==> src/rtl/shift_reg_pkg.sv <==
// shift_reg_pkg: mode and FSM state encodings shared by the universal shift register.
// Optional feature macro: SHIFT_REG_ASR_EN (mode 110 becomes arithmetic right shift).
package shift_reg_pkg;
  typedef enum logic [2:0] {
    MODE_HOLD = 3'b000,
    MODE_LOAD = 3'b001,
    MODE_SHL  = 3'b010,
    MODE_SHR  = 3'b011,
    MODE_ROL  = 3'b100,
    MODE_ROR  = 3'b101,
    MODE_ASR  = 3'b110,
    MODE_RSVD = 3'b111
  } mode_e;
  typedef enum logic {
    ST_IDLE = 1'b0,
    ST_RUN  = 1'b1
  } state_e;
  // Modes that may run as a multi-step sequence; ASR only when it is built in.
  function automatic logic is_multi(mode_e m);
`ifdef SHIFT_REG_ASR_EN
    return m >= MODE_SHL && m <= MODE_ASR;
`else
    return m >= MODE_SHL && m <= MODE_ROR;
`endif
  endfunction
endpackage

==> src/rtl/univ_shift_reg_if.sv <==
// univ_shift_reg_if: control/data bundle of the universal shift register.
// master drives sclr/en/start/mode/amt/D/sin_l/sin_r and observes Q/sout_l/sout_r/busy/done;
// slave is the register side.
interface univ_shift_reg_if #(parameter int WIDTH = 8);
  localparam int AMT_W = $clog2(WIDTH + 1);
  logic             sclr;
  logic             en;
  logic             start;
  logic [2:0]       mode;
  logic [AMT_W-1:0] amt;
  logic [WIDTH-1:0] D;
  logic             sin_l;
  logic             sin_r;
  logic [WIDTH-1:0] Q;
  logic             sout_l;
  logic             sout_r;
  logic             busy;
  logic             done;
  modport master (output sclr, en, start, mode, amt, D, sin_l, sin_r,
                  input  Q, sout_l, sout_r, busy, done);
  modport slave  (input  sclr, en, start, mode, amt, D, sin_l, sin_r,
                  output Q, sout_l, sout_r, busy, done);
endinterface

==> src/rtl/shift_reg_step.sv <==
// shift_reg_step: combinational one-step next value of the register for a given mode.
// Ports: i_q current value, i_mode operation, i_sin_l/i_sin_r serial inputs, i_d load data, o_q next value.
// Macro SHIFT_REG_ASR_EN enables the arithmetic right shift for MODE_ASR.
module shift_reg_step
  import shift_reg_pkg::*;
#(
  parameter int WIDTH = 8
) (
  input  logic [WIDTH-1:0] i_q,
  input  mode_e            i_mode,
  input  logic             i_sin_l,
  input  logic             i_sin_r,
  input  logic [WIDTH-1:0] i_d,
  output logic [WIDTH-1:0] o_q
);
  always_comb begin
    o_q = i_q;
    case (i_mode)
      MODE_LOAD: o_q = i_d;
      MODE_SHL:  o_q = {i_q[WIDTH-2:0], i_sin_r};
      MODE_SHR:  o_q = {i_sin_l, i_q[WIDTH-1:1]};
      MODE_ROL:  o_q = {i_q[WIDTH-2:0], i_q[WIDTH-1]};
      MODE_ROR:  o_q = {i_q[0], i_q[WIDTH-1:1]};
`ifdef SHIFT_REG_ASR_EN
      MODE_ASR:  o_q = {i_q[WIDTH-1], i_q[WIDTH-1:1]};
`endif
      default:   o_q = i_q;
    endcase
  end
endmodule

==> src/rtl/univ_shift_reg.sv <==
// univ_shift_reg: parametrised universal register with load, clear, shift/rotate and shift-by-N sequencer.
// Ports: clk rising-edge clock, clr_n async active-low reset, bus (slave) carrying
// sclr/en/start/mode/amt/D/sin_l/sin_r in and Q/sout_l/sout_r/busy/done out.
// Macro SHIFT_REG_ASR_EN: mode 110 is arithmetic right shift; otherwise it behaves as HOLD.
module univ_shift_reg
  import shift_reg_pkg::*;
#(
  parameter int WIDTH = 8
) (
  input logic              clk,
  input logic              clr_n,
  univ_shift_reg_if.slave  bus
);
  localparam int AMT_W = $clog2(WIDTH + 1);
  state_e           r_state, w_state;
  mode_e            r_mode, w_mode, w_in_mode, w_step_mode;
  logic [AMT_W-1:0] r_cnt, w_cnt, w_amt;
  logic [WIDTH-1:0] r_q, w_q, w_q_step;
  logic             r_done, w_done;
  assign w_in_mode   = mode_e'(bus.mode);
  // A running sequence keeps stepping with the mode captured at start.
  assign w_step_mode = r_state == ST_RUN ? r_mode : w_in_mode;
  assign w_amt       = bus.amt > AMT_W'(WIDTH) ? AMT_W'(WIDTH) : bus.amt;
  shift_reg_step #(.WIDTH(WIDTH)) u_step (
    .i_q    (r_q),
    .i_mode (w_step_mode),
    .i_sin_l(bus.sin_l),
    .i_sin_r(bus.sin_r),
    .i_d    (bus.D),
    .o_q    (w_q_step)
  );
  always_ff @(posedge clk or negedge clr_n) begin
    if (!clr_n) begin
      r_state <= ST_IDLE;
      r_mode  <= MODE_HOLD;
      r_cnt   <= '0;
      r_q     <= '0;
      r_done  <= 1'b0;
    end else begin
      r_state <= w_state;
      r_mode  <= w_mode;
      r_cnt   <= w_cnt;
      r_q     <= w_q;
      r_done  <= w_done;
    end
  end
  always_comb begin
    w_state = r_state;
    w_mode  = r_mode;
    w_cnt   = r_cnt;
    w_q     = r_q;
    w_done  = 1'b0;
    if (bus.sclr) begin
      w_q     = '0;
      w_state = ST_IDLE;
      w_cnt   = '0;
    end else if (r_state == ST_RUN) begin
      w_q   = w_q_step;
      w_cnt = r_cnt - AMT_W'(1);
      if (r_cnt == AMT_W'(1)) begin
        w_state = ST_IDLE;
        w_done  = 1'b1;
      end
    end else if (bus.start) begin
      if (is_multi(w_in_mode) && w_amt != '0) begin
        w_state = ST_RUN;
        w_mode  = w_in_mode;
        w_cnt   = w_amt;
      end else begin
        // Zero-step start: only LOAD changes Q, everything else holds.
        w_q    = w_in_mode == MODE_LOAD ? bus.D : r_q;
        w_done = 1'b1;
      end
    end else if (bus.en) begin
      w_q = w_q_step;
    end
  end
  assign bus.Q      = r_q;
  assign bus.sout_l = r_q[WIDTH-1];
  assign bus.sout_r = r_q[0];
  assign bus.busy   = r_state == ST_RUN;
  assign bus.done   = r_done;
endmodule

==> src/flat_wrapper.sv <==
// flat-port wrapper written by rule: the top's interface ports become plain ports
module univ_shift_reg_flat import shift_reg_pkg::*;
#(
  parameter int WIDTH = 8
)
  (clk, clr_n, bus_sclr, bus_en, bus_start, bus_mode, bus_amt, bus_D, bus_sin_l, bus_sin_r, bus_Q, bus_sout_l, bus_sout_r, bus_busy, bus_done);
  univ_shift_reg_if #(.WIDTH(WIDTH)) bus_i ();
  input logic clk;
  input logic clr_n;
  input wire logic [$bits(bus_i.sclr)-1:0] bus_sclr;
  input wire logic [$bits(bus_i.en)-1:0] bus_en;
  input wire logic [$bits(bus_i.start)-1:0] bus_start;
  input wire logic [$bits(bus_i.mode)-1:0] bus_mode;
  input wire logic [$bits(bus_i.amt)-1:0] bus_amt;
  input wire logic [$bits(bus_i.D)-1:0] bus_D;
  input wire logic [$bits(bus_i.sin_l)-1:0] bus_sin_l;
  input wire logic [$bits(bus_i.sin_r)-1:0] bus_sin_r;
  output wire logic [$bits(bus_i.Q)-1:0] bus_Q;
  output wire logic [$bits(bus_i.sout_l)-1:0] bus_sout_l;
  output wire logic [$bits(bus_i.sout_r)-1:0] bus_sout_r;
  output wire logic [$bits(bus_i.busy)-1:0] bus_busy;
  output wire logic [$bits(bus_i.done)-1:0] bus_done;
  assign bus_i.sclr = bus_sclr;
  assign bus_i.en = bus_en;
  assign bus_i.start = bus_start;
  assign bus_i.mode = bus_mode;
  assign bus_i.amt = bus_amt;
  assign bus_i.D = bus_D;
  assign bus_i.sin_l = bus_sin_l;
  assign bus_i.sin_r = bus_sin_r;
  assign bus_Q = bus_i.Q;
  assign bus_sout_l = bus_i.sout_l;
  assign bus_sout_r = bus_i.sout_r;
  assign bus_busy = bus_i.busy;
  assign bus_done = bus_i.done;
  univ_shift_reg #(.WIDTH(WIDTH)) u_core (.clk(clk), .clr_n(clr_n), .bus(bus_i));
endmodule
==> config.mk <==
export PLATFORM = sky130hd
export DESIGN_NAME = univ_shift_reg_flat
export DESIGN_NICKNAME = d
export VERILOG_FILES = /design/src/rtl/shift_reg_pkg.sv /design/src/rtl/univ_shift_reg_if.sv /design/src/rtl/shift_reg_step.sv /design/src/rtl/univ_shift_reg.sv /design/src/flat_wrapper.sv
export SDC_FILE = /design/constraint.sdc
export NUM_CORES = 1
export LEC_CHECK = 0
export ABC_AREA = 1
export CORE_ASPECT_RATIO = 1.2
export CORE_MARGIN = 5
export CORE_UTILIZATION = 53
export DETAILED_ROUTE_END_ITERATION = 10
export GPL_TIMING_DRIVEN = 0
export HOLD_SLACK_MARGIN = 0.03
export PLACE_DENSITY = 0.91
export SETUP_SLACK_MARGIN = 0.05
export SLEW_MARGIN = 20
export SYNTH_ARGS = -nofsm -noshare
export SYNTH_HDL_FRONTEND = slang
export SYNTH_SLANG_ARGS = --single-unit
==> constraint.sdc <==
create_clock -name clk -period 3.6 [get_ports clk]
set_input_delay 0.72 -clock clk [delete_from_list [all_inputs] [get_ports clk]]
set_output_delay 0.72 -clock clk [all_outputs]
set_load 0.01 [all_outputs]
==> impl_metrics.ini, run 1 <==
[cts]
clockBufferDepth = 2
cts_tree = built
cts.hold.buffers_added = 0
root_buffer = clkbuf_4
cts_max_level = 1
cts_resized = 0
insertion_delay_ns = 0.30
cts_setup_buffers = 0
clk_pin_slew_ns = 0.09
cts_buffers = 3
cts_sinks = 17

[timing]
hold_viol_final = 0
fin_crit_sh_pct = 59.75
finClkSkew_ns = 0.004490
worst_pin_slew_ns = 0.7232
rsz0062_at_grt = false
maxSlewViolCount = 0
fin_setup_tns_ns = 0
relSlewSlack_pct = 51.63
max_freq_ghz = 0.4649
hold_slack_ns = 0.5026
setup_viol = 0
period_minus_slack_ns = 2.151

[cells_and_area]
area_growth_pct = 28.48
fin_cells = 288
layout-drive-gt1-share_pct = 10.59
utilization_pct = 71.24
diodes = 0
fin_nets = 280

[die]
die_area_um2 = 3777
num_io_pins = 34
die_h_um = 66.33
num_rows = 20
die_w_um = 56.94
coreArea_um2 = 2527
start_util_pct = 55.45

[yosys]
synth_top_area_share_pct = 30.36
ys_top_cells_by_area = dfrtp_1 (30%), nand2_1 (20%), nand3_1 (9.6%)
synth.net_count = 242
ys_ff_latch = 17
synth-async-reset-ratio_pct = 100.0
synth.distinct_cells = 28
ys_warn_count = 0
synthFlopType = dfrtp_1
yosysSeqAreaShare_pct = 30.36
yosysTopAreaCell = dfrtp_1
syn_area_per_cell_um2 = 6.428
syn_inst = 218
synth_edf_count = 0
syn-cell-area_um2 = 1401

[grt]
grtUsageTotal_pct = 19.96
overflow = 0
grt_max_degree = 18
antenna_found_initial = 0
grt_pass1_wl_um = 6168
grt_pass1_vias = 1474

[route]
ant_nets = 0
route.detailed.drc = 0
vias = 1516
drt_iter0_drc = 55
post_drt_via_cell_ratio = 5.264
drt-total-wl_um = 3461
wire_per_inst_um = 12.02
dr.pass1.iters = 4

[setup_path]
cp_data_required_time_ns = 2.88
rrSetupSlack_ns = 1.96
cp-start-kind = flop
cp-end-kind = output port
path_max_fanout = 6
r2r_cells = 11
r2r-end = u_core.bus.Q[7]
criticalPathCategory = reg -> out
timing.rr.start = u_core.bus.busy
worstPathArrival_ns = 1.43

[min_path]
holdPathStages = 2
min_from = u_core.r_mode[0]
hold_path_class = reg -> reg
min_to = u_core.r_mode[0]

[power]
vdd_drop_max_mv = 0.2656
p_per_area_nw_per_um2 = 363.8
p_leak_nw = 0.9388
power_mw = 0.6550

[run_status]
outcome = completed

[placed_design]
dp.cells = 284
post-dp-hpwl_um = 2624
portBuffers = 33
gp_congestion = 0.8572

[flow_run]
drv_cap = 0
==> cell type report <==
cell class	count	area, um^2
clock inverters	1	5.005
plain buffers	6	57.56
clock buffers	3	22.52
flip-flops and latches	17	425.4
fillers	224	726.9
inverters	21	78.83
well taps	33	41.29
repair buffers	33	330.3
multi-input cells	174	839.6
==> layer usage <==
layer,GRT usage [%],part of all wire (%),wire length (um),up-vias
met3,2.539,7.0,244,2
met5,0,0,0,-
li1,-,-,-,768
met4,8.986,0.61,21,0
met1,23.95,43,1498,688
met2,35.14,49,1696,58
==> critical path, stage by stage, from the launching register on <==
cell	delay, ns
dfrtp_1	0.46
buf_4	0.15
clkdlybuf4s50_1	0.52
==> cells in the final DEF, fill, tap and decap left out, types with 3 or more instances in the layout <==
| cell | n |
|---|---|
| a21oi_1 | 4 |
| clkbuf_4 | 3 |
| clkdlybuf4s50_1 | 33 |
| dfrtp_1 | 17 |
| inv_1 | 19 |
| nand2_1 | 74 |
| nand2_2 | 4 |
| nand2_4 | 3 |
| nand3_1 | 27 |
| nand4_1 | 3 |
| nor2_1 | 35 |
| o21ai_0 | 5 |
| o22ai_1 | 4 |
==> how the worst max path moves through the flow <==
stage	from	to	slack (ns)	cells after the start
after floorplan	bus_mode[2]	u_core.bus.Q[0]	1.94	11
after global placement	bus_mode[2]	u_core.bus.Q[7]	1.22	12
after detailed placement	bus_mode[2]	u_core.bus.Q[7]	1.19	12
after CTS	u_core.bus.Q[0]	bus_Q[0]	1.44	2
after global routing	bus_mode[1]	u_core.bus.Q[7]	1.31	12
final	u_core.bus.Q[0]	bus_Q[0]	1.45	2
==> metrics by stage <==
step	cell area (um^2)	setup WS, ns
final	1800	1.449
after global routing	1800	1.313
after CTS	1800	1.445
after detailed placement	1773	1.189
after global placement	1773	1.219
after floorplan	1401	1.936
==> registers in the layout, summed over array words and instances (netlist names) <==
signal,count
u_core.r_mode,3
u_core.bus.Q,8
u_core.bus.done,1
u_core.bus.busy,1
u_core.r_cnt,4
==> kinds of logic (layout without fill, tap and decap cells) <==
logic type,count (synthesis),in the layout,synth area share [%]
buf+inv,27,64,9.731
fa+ha+maj,2,2,1.785
xor+xnor,1,1,0.6251
compound gates,18,18,7.588
flops,17,17,30.36
simple gates,153,153,49.91
==> Yosys cell counts (all sizes together), types with 2 or more instances <==
library cell	number
nand2	82
nor2	37
nand3	29
inv	21
dfrtp	17
buf	6
o21ai	6
a21oi	5
o22ai	4
nand4	3
a22oi	2
ha	2
or2	2
==> power breakdown <==
part | internal [mW] | switching [mW]
logic | 0.135 | 0.170
registers | 0.219 | 0.0303
clock network | 0.0414 | 0.0600
total | 0.395 | 0.260
Note: power is estimated with default switching activity, not from simulation.
==> run 2, diff against run 1 <==
--- a/config.mk
+++ b/config.mk
@@ -8,11 +8,11 @@
 export ABC_AREA = 1
 export CORE_ASPECT_RATIO = 1.2
 export CORE_MARGIN = 5
-export CORE_UTILIZATION = 53
+export CORE_UTILIZATION = 49
 export DETAILED_ROUTE_END_ITERATION = 10
 export GPL_TIMING_DRIVEN = 0
 export HOLD_SLACK_MARGIN = 0.03
-export PLACE_DENSITY = 0.91
+export PLACE_DENSITY = 0.85
 export SETUP_SLACK_MARGIN = 0.05
 export SLEW_MARGIN = 20
 export SYNTH_ARGS = -nofsm -noshare
==> constraint.sdc (replaced) <==
create_clock -name clk -period 2.2 [get_ports clk]
set_input_delay 0.44 -clock clk [delete_from_list [all_inputs] [get_ports clk]]
set_output_delay 0.44 -clock clk [all_outputs]
set_load 0.01 [all_outputs]
==> impl_metrics.ini, run 2 (synthesized netlist as in run 1, its figures left out) <==
[cells_and_area]
seqCellArea_um2 = 425.4
fin_nets = 280
final_common_cell = nand2_1
fin_cells = 289
layout-drive-gt1-share_pct = 10.59
utilization_pct = 64.69
area_growth_pct = 28.57
multi_input_area_um2 = 839.6
diodes = 0
fillers = 279
largest_reg_flops = 8
post-route-cell-area_um2 = 1802
layout_common_cells = nand2_1 (74), nor2_1 (35), clkdlybuf4s50_1 (33)

[setup_path]
cp_data_required_time_ns = 1.76
worst_path_largest_cell_delay_ns = 0.52
path_max_fanout = 6
cp-start-kind = flop
criticalPathCategory = reg -> out
crit_slowest_cell = clkdlybuf4s50_1
worstPathArrival_ns = 1.45
cp-end-kind = output port
worstPathCellList = buf_4 -> clkdlybuf4s50_1

[cts]
cts_max_level = 1
cts_setup_buffers = 0
clockBufferDepth = 2
cts_sinks = 17
cts.hold.buffers_added = 0
cts_resized = 0
cts_buffers = 3
cts_tree = built
insertion_delay_ns = 0.30
clk_pin_slew_ns = 0.11
root_buffer = clkbuf_4

[die]
coreArea_um2 = 2785
num_rows = 21
die_area_um2 = 4034
start_util_pct = 50.31
num_io_pins = 34
die_h_um = 68.58
die_w_um = 58.82

[timing]
hold_viol_final = 0
max_freq_ghz = 0.5294
finClkSkew_ns = 0.006945
fin_crit_sh_pct = 85.87
worst_pin_slew_ns = 0.7880
fin_ws_ns = 0.3109
fin_setup_tns_ns = 0
rsz0062_at_grt = false
period_minus_slack_ns = 1.889
hold_slack_ns = 0.4947
relSlewSlack_pct = 47.30
setup_viol = 0
maxSlewViolCount = 0

[route]
drt_iter0_drc = 48
dr.pass1.iters = 4
post_drt_via_cell_ratio = 5.166
wire_per_inst_um = 11.68
ant_nets = 0
drt-total-wl_um = 3376
vias = 1493
route.detailed.drc = 0

[run_status]
outcome = completed

[placed_design]
portBuffers = 33
pre_cts_ws_ns = 0.04685
gp_congestion = 0.8724
placed_area_um2 = 1774
dp.cells = 285
post-dp-hpwl_um = 2559

[grt]
grt_pass1_vias = 1362
grt_max_degree = 18
antenna_found_initial = 0
overflow = 0
grtUsageTotal_pct = 18.37
grt_pass1_wl_um = 5837

[flow_run]
drv_cap = 0

[power]
clkPwrFrac_pct = 16.6
p_leak_nw = 0.9388
swShare_pct = 39.84
p_comb_share_pct = 45.6
vdd_drop_max_mv = 0.3467
power_frac_seq_pct = 37.8
p_per_area_nw_per_um2 = 596.0
p_switching_mw = 0.4278
intPower_mw = 0.6460
power_mw = 1.074

[min_path]
hold_path_class = reg -> reg
==> run 2: critical path: cells and delay by family (launching register included) <==
family                 cells  cell delay, ns
buffers and inverters      2            0.67
DFF                        1            0.48
==> run 2: area by class of cell <==
cell class,count,share of cell area (%)
flip-flops and latches,17,23.61
plain buffers,6,3.194
well taps,34,2.361
clock inverters,1,0.2778
inverters,21,4.375
clock buffers,3,1.250
repair buffers,33,18.33
multi-input cells,174,46.60
==> run 2: power by group through the flow <==
stage	Combinational, mW	Sequential, mW	Clock, mW
after floorplan	0.314	0.412	0
after global placement	0.484	0.411	0
after detailed placement	0.490	0.412	0
after CTS	0.492	0.406	0.182
after global routing	0.554	0.415	0.198
final	0.489	0.406	0.179
==> run 2: routing by layer <==
metal  vias to the layer above  track usage, %  share of wire [%]
met3                         4           1.676                5.4
met4                         0           4.533               0.86
met2                        41           33.84                 50
met1                       682           22.86                 43
li1                        766               -                  -
met5                         -               0                  0
==> run 2: path summary, 6_finish.rpt <==
check                                 startpoint                to  slack (ns)  depth (start not counted)
min in group asynchronous                  clr_n  u_core.r_mode[0]        0.59                          1
worst max register to register   u_core.bus.busy   u_core.bus.Q[4]        0.51                          7
worst min register to register  u_core.r_mode[0]  u_core.r_mode[0]        0.49                          2
worst min-delay path            u_core.r_mode[0]  u_core.r_mode[0]        0.49                          2
worst max-delay path             u_core.bus.Q[0]          bus_Q[0]        0.31                          2
max in group asynchronous                  clr_n   u_core.bus.Q[1]        1.12                          1
==> run 3, diff against run 2 <==
--- a/config.mk
+++ b/config.mk
@@ -13,6 +13,7 @@
 export GPL_TIMING_DRIVEN = 0
 export HOLD_SLACK_MARGIN = 0.03
 export PLACE_DENSITY = 0.85
+export REMOVE_ABC_BUFFERS = 1
 export SETUP_SLACK_MARGIN = 0.05
 export SLEW_MARGIN = 20
 export SYNTH_ARGS = -nofsm -noshare
==> impl_metrics.ini, run 3 (synthesized netlist as in run 1, its figures left out) <==
[cells_and_area]
largest_reg_flops = 8
fin_cells = 283
area_growth_pct = 24.64
layout-drive-gt1-share_pct = 8.835
diodes = 0
final_common_cell = nand2_1
fin_nets = 274
layout_common_cells = nand2_1 (73), nor2_1 (35), clkdlybuf4s50_1 (33)
post-route-cell-area_um2 = 1747

[route]
vias = 1453
wire_per_inst_um = 11.63
drt_iter0_drc = 69
drt-total-wl_um = 3291
ant_nets = 0
post_drt_via_cell_ratio = 5.134
dr.pass1.iters = 4
route.detailed.drc = 0

[grt]
grt_max_degree = 18
grtUsageTotal_pct = 17.12
grt_pass1_vias = 1250
antenna_found_initial = 0
overflow = 0
grt_pass1_wl_um = 5423

[cts]
root_buffer = clkbuf_4
cts_setup_buffers = 0
cts.hold.buffers_added = 0
clockBufferDepth = 2
cts_sinks = 17
cts_tree = built
clk_pin_slew_ns = 0.11
cts_max_level = 1
insertion_delay_ns = 0.30
cts_buffers = 3

[timing]
maxSlewViolCount = 0
hold_viol_final = 0
max_freq_ghz = 0.5409
rsz0062_at_grt = false
setup_viol = 0
worst_pin_slew_ns = 0.8211
relSlewSlack_pct = 45.09
period_minus_slack_ns = 1.849
finClkSkew_ns = 0.01067
fin_setup_tns_ns = 0
fin_crit_sh_pct = 84.03

[placed_design]
gp_congestion = 0.8423
portBuffers = 33
post-dp-hpwl_um = 2430
dp.cells = 279
placed_area_um2 = 1717

[setup_path]
crit_slowest_cell = clkdlybuf4s50_1
criticalPathCategory = reg -> out
cp_data_required_time_ns = 1.76
worstPathCellList = clkdlybuf4s50_1
critPathBufInv = 1
worst_path_largest_cell_delay_ns = 0.59
cp.depth = 1
cp-end-kind = output port
cp-start-kind = flop
r2r_cells = 11
worstPathArrival_ns = 1.41
path_max_fanout = 13
crit_family = buffers and inverters

[die]
start_util_pct = 50.31
die_w_um = 58.82
die_area_um2 = 4034
num_io_pins = 34
die_h_um = 68.58
coreArea_um2 = 2785
num_rows = 21

[power]
power_mw = 1.042
p_per_area_nw_per_um2 = 596.7
vdd_drop_max_mv = 0.5140
p_leak_nw = 0.9003

[min_path]
hold_path_class = reg -> reg
holdPathStages = 2

[run_status]
outcome = completed

[flow_run]
drv_cap = 0
run 3: changes by cell type in the layout (fill, tap and decap cells not counted), sizes merged:
cell / previous run / this run
buf: 6 / 0
clkbuf: 3 / 4
clkinv: 1 / 0
run 3: metal layers:
layer	vias up	track usage (%)	share of wire, %
li1	754	-	-
met1	643	21.28	45
met2	52	30.11	48
met3	4	2.048	6.3
met4	0	6.516	1.2
met5	-	0	0
run 3: timing repair:
item,CTS,global route
resized for setup,0,2
endpoints found under the hold margin,0,0
setup endpoints to repair,0,8
run 3: report_power, final:
group          total [mW]  internal, mW  switching (mW)
logic               0.458         0.198           0.261
clock network       0.174        0.0707           0.103
registers           0.410         0.358          0.0518
run 3: final timing paths:
| path | from | endpoint | slack, ns |
|---|---|---|---|
| max | u_core.bus.busy | bus_busy | 0.35 |
| min | u_core.r_mode[0] | u_core.r_mode[0] | 0.51 |
| max reg2reg | u_core.bus.busy | u_core.bus.Q[7] | 0.38 |
| min reg2reg | u_core.r_mode[0] | u_core.r_mode[0] | 0.51 |
| max in group asynchronous | clr_n | u_core.bus.busy | 1.03 |
| min in group asynchronous | clr_n | u_core.r_mode[0] | 0.60 |
run 3: worst reg2reg max path, cell delays in order, from the launching register on:
cell,delay [ns]
dfrtp_2,0.52
inv_2,0.14
nand2_1,0.10
nand2_2,0.16
nand2_1,0.15
nand3_2,0.21
nor2_1,0.15
nor2_1,0.05
o21ai_1,0.10
nand2_1,0.06
nand2_1,0.06
nand2_1,0.05
run 3: stage by stage:
step                      hold slack [ns]  setup slack (ns)  utilization (%)
after floorplan                    0.1444            0.4180                -
after global placement             0.4648         -0.002714            61.64
after detailed placement           0.4679          -0.01223            61.64
after CTS                          0.4950           0.09013            62.58
after global routing               0.5044            0.1587            62.71
final                              0.5096            0.3513            62.71
run 3: area by class of cell:
| cell class | count | area, um^2 |
|---|---|---|
| clock buffer | 4 | 26.28 |
| fill | 275 | 1039 |
| inverter | 21 | 78.83 |
| multi-input combinational | 174 | 842.1 |
| sequential | 17 | 426.7 |
| tap | 34 | 42.54 |
| timing repair buffer | 33 | 330.3 |
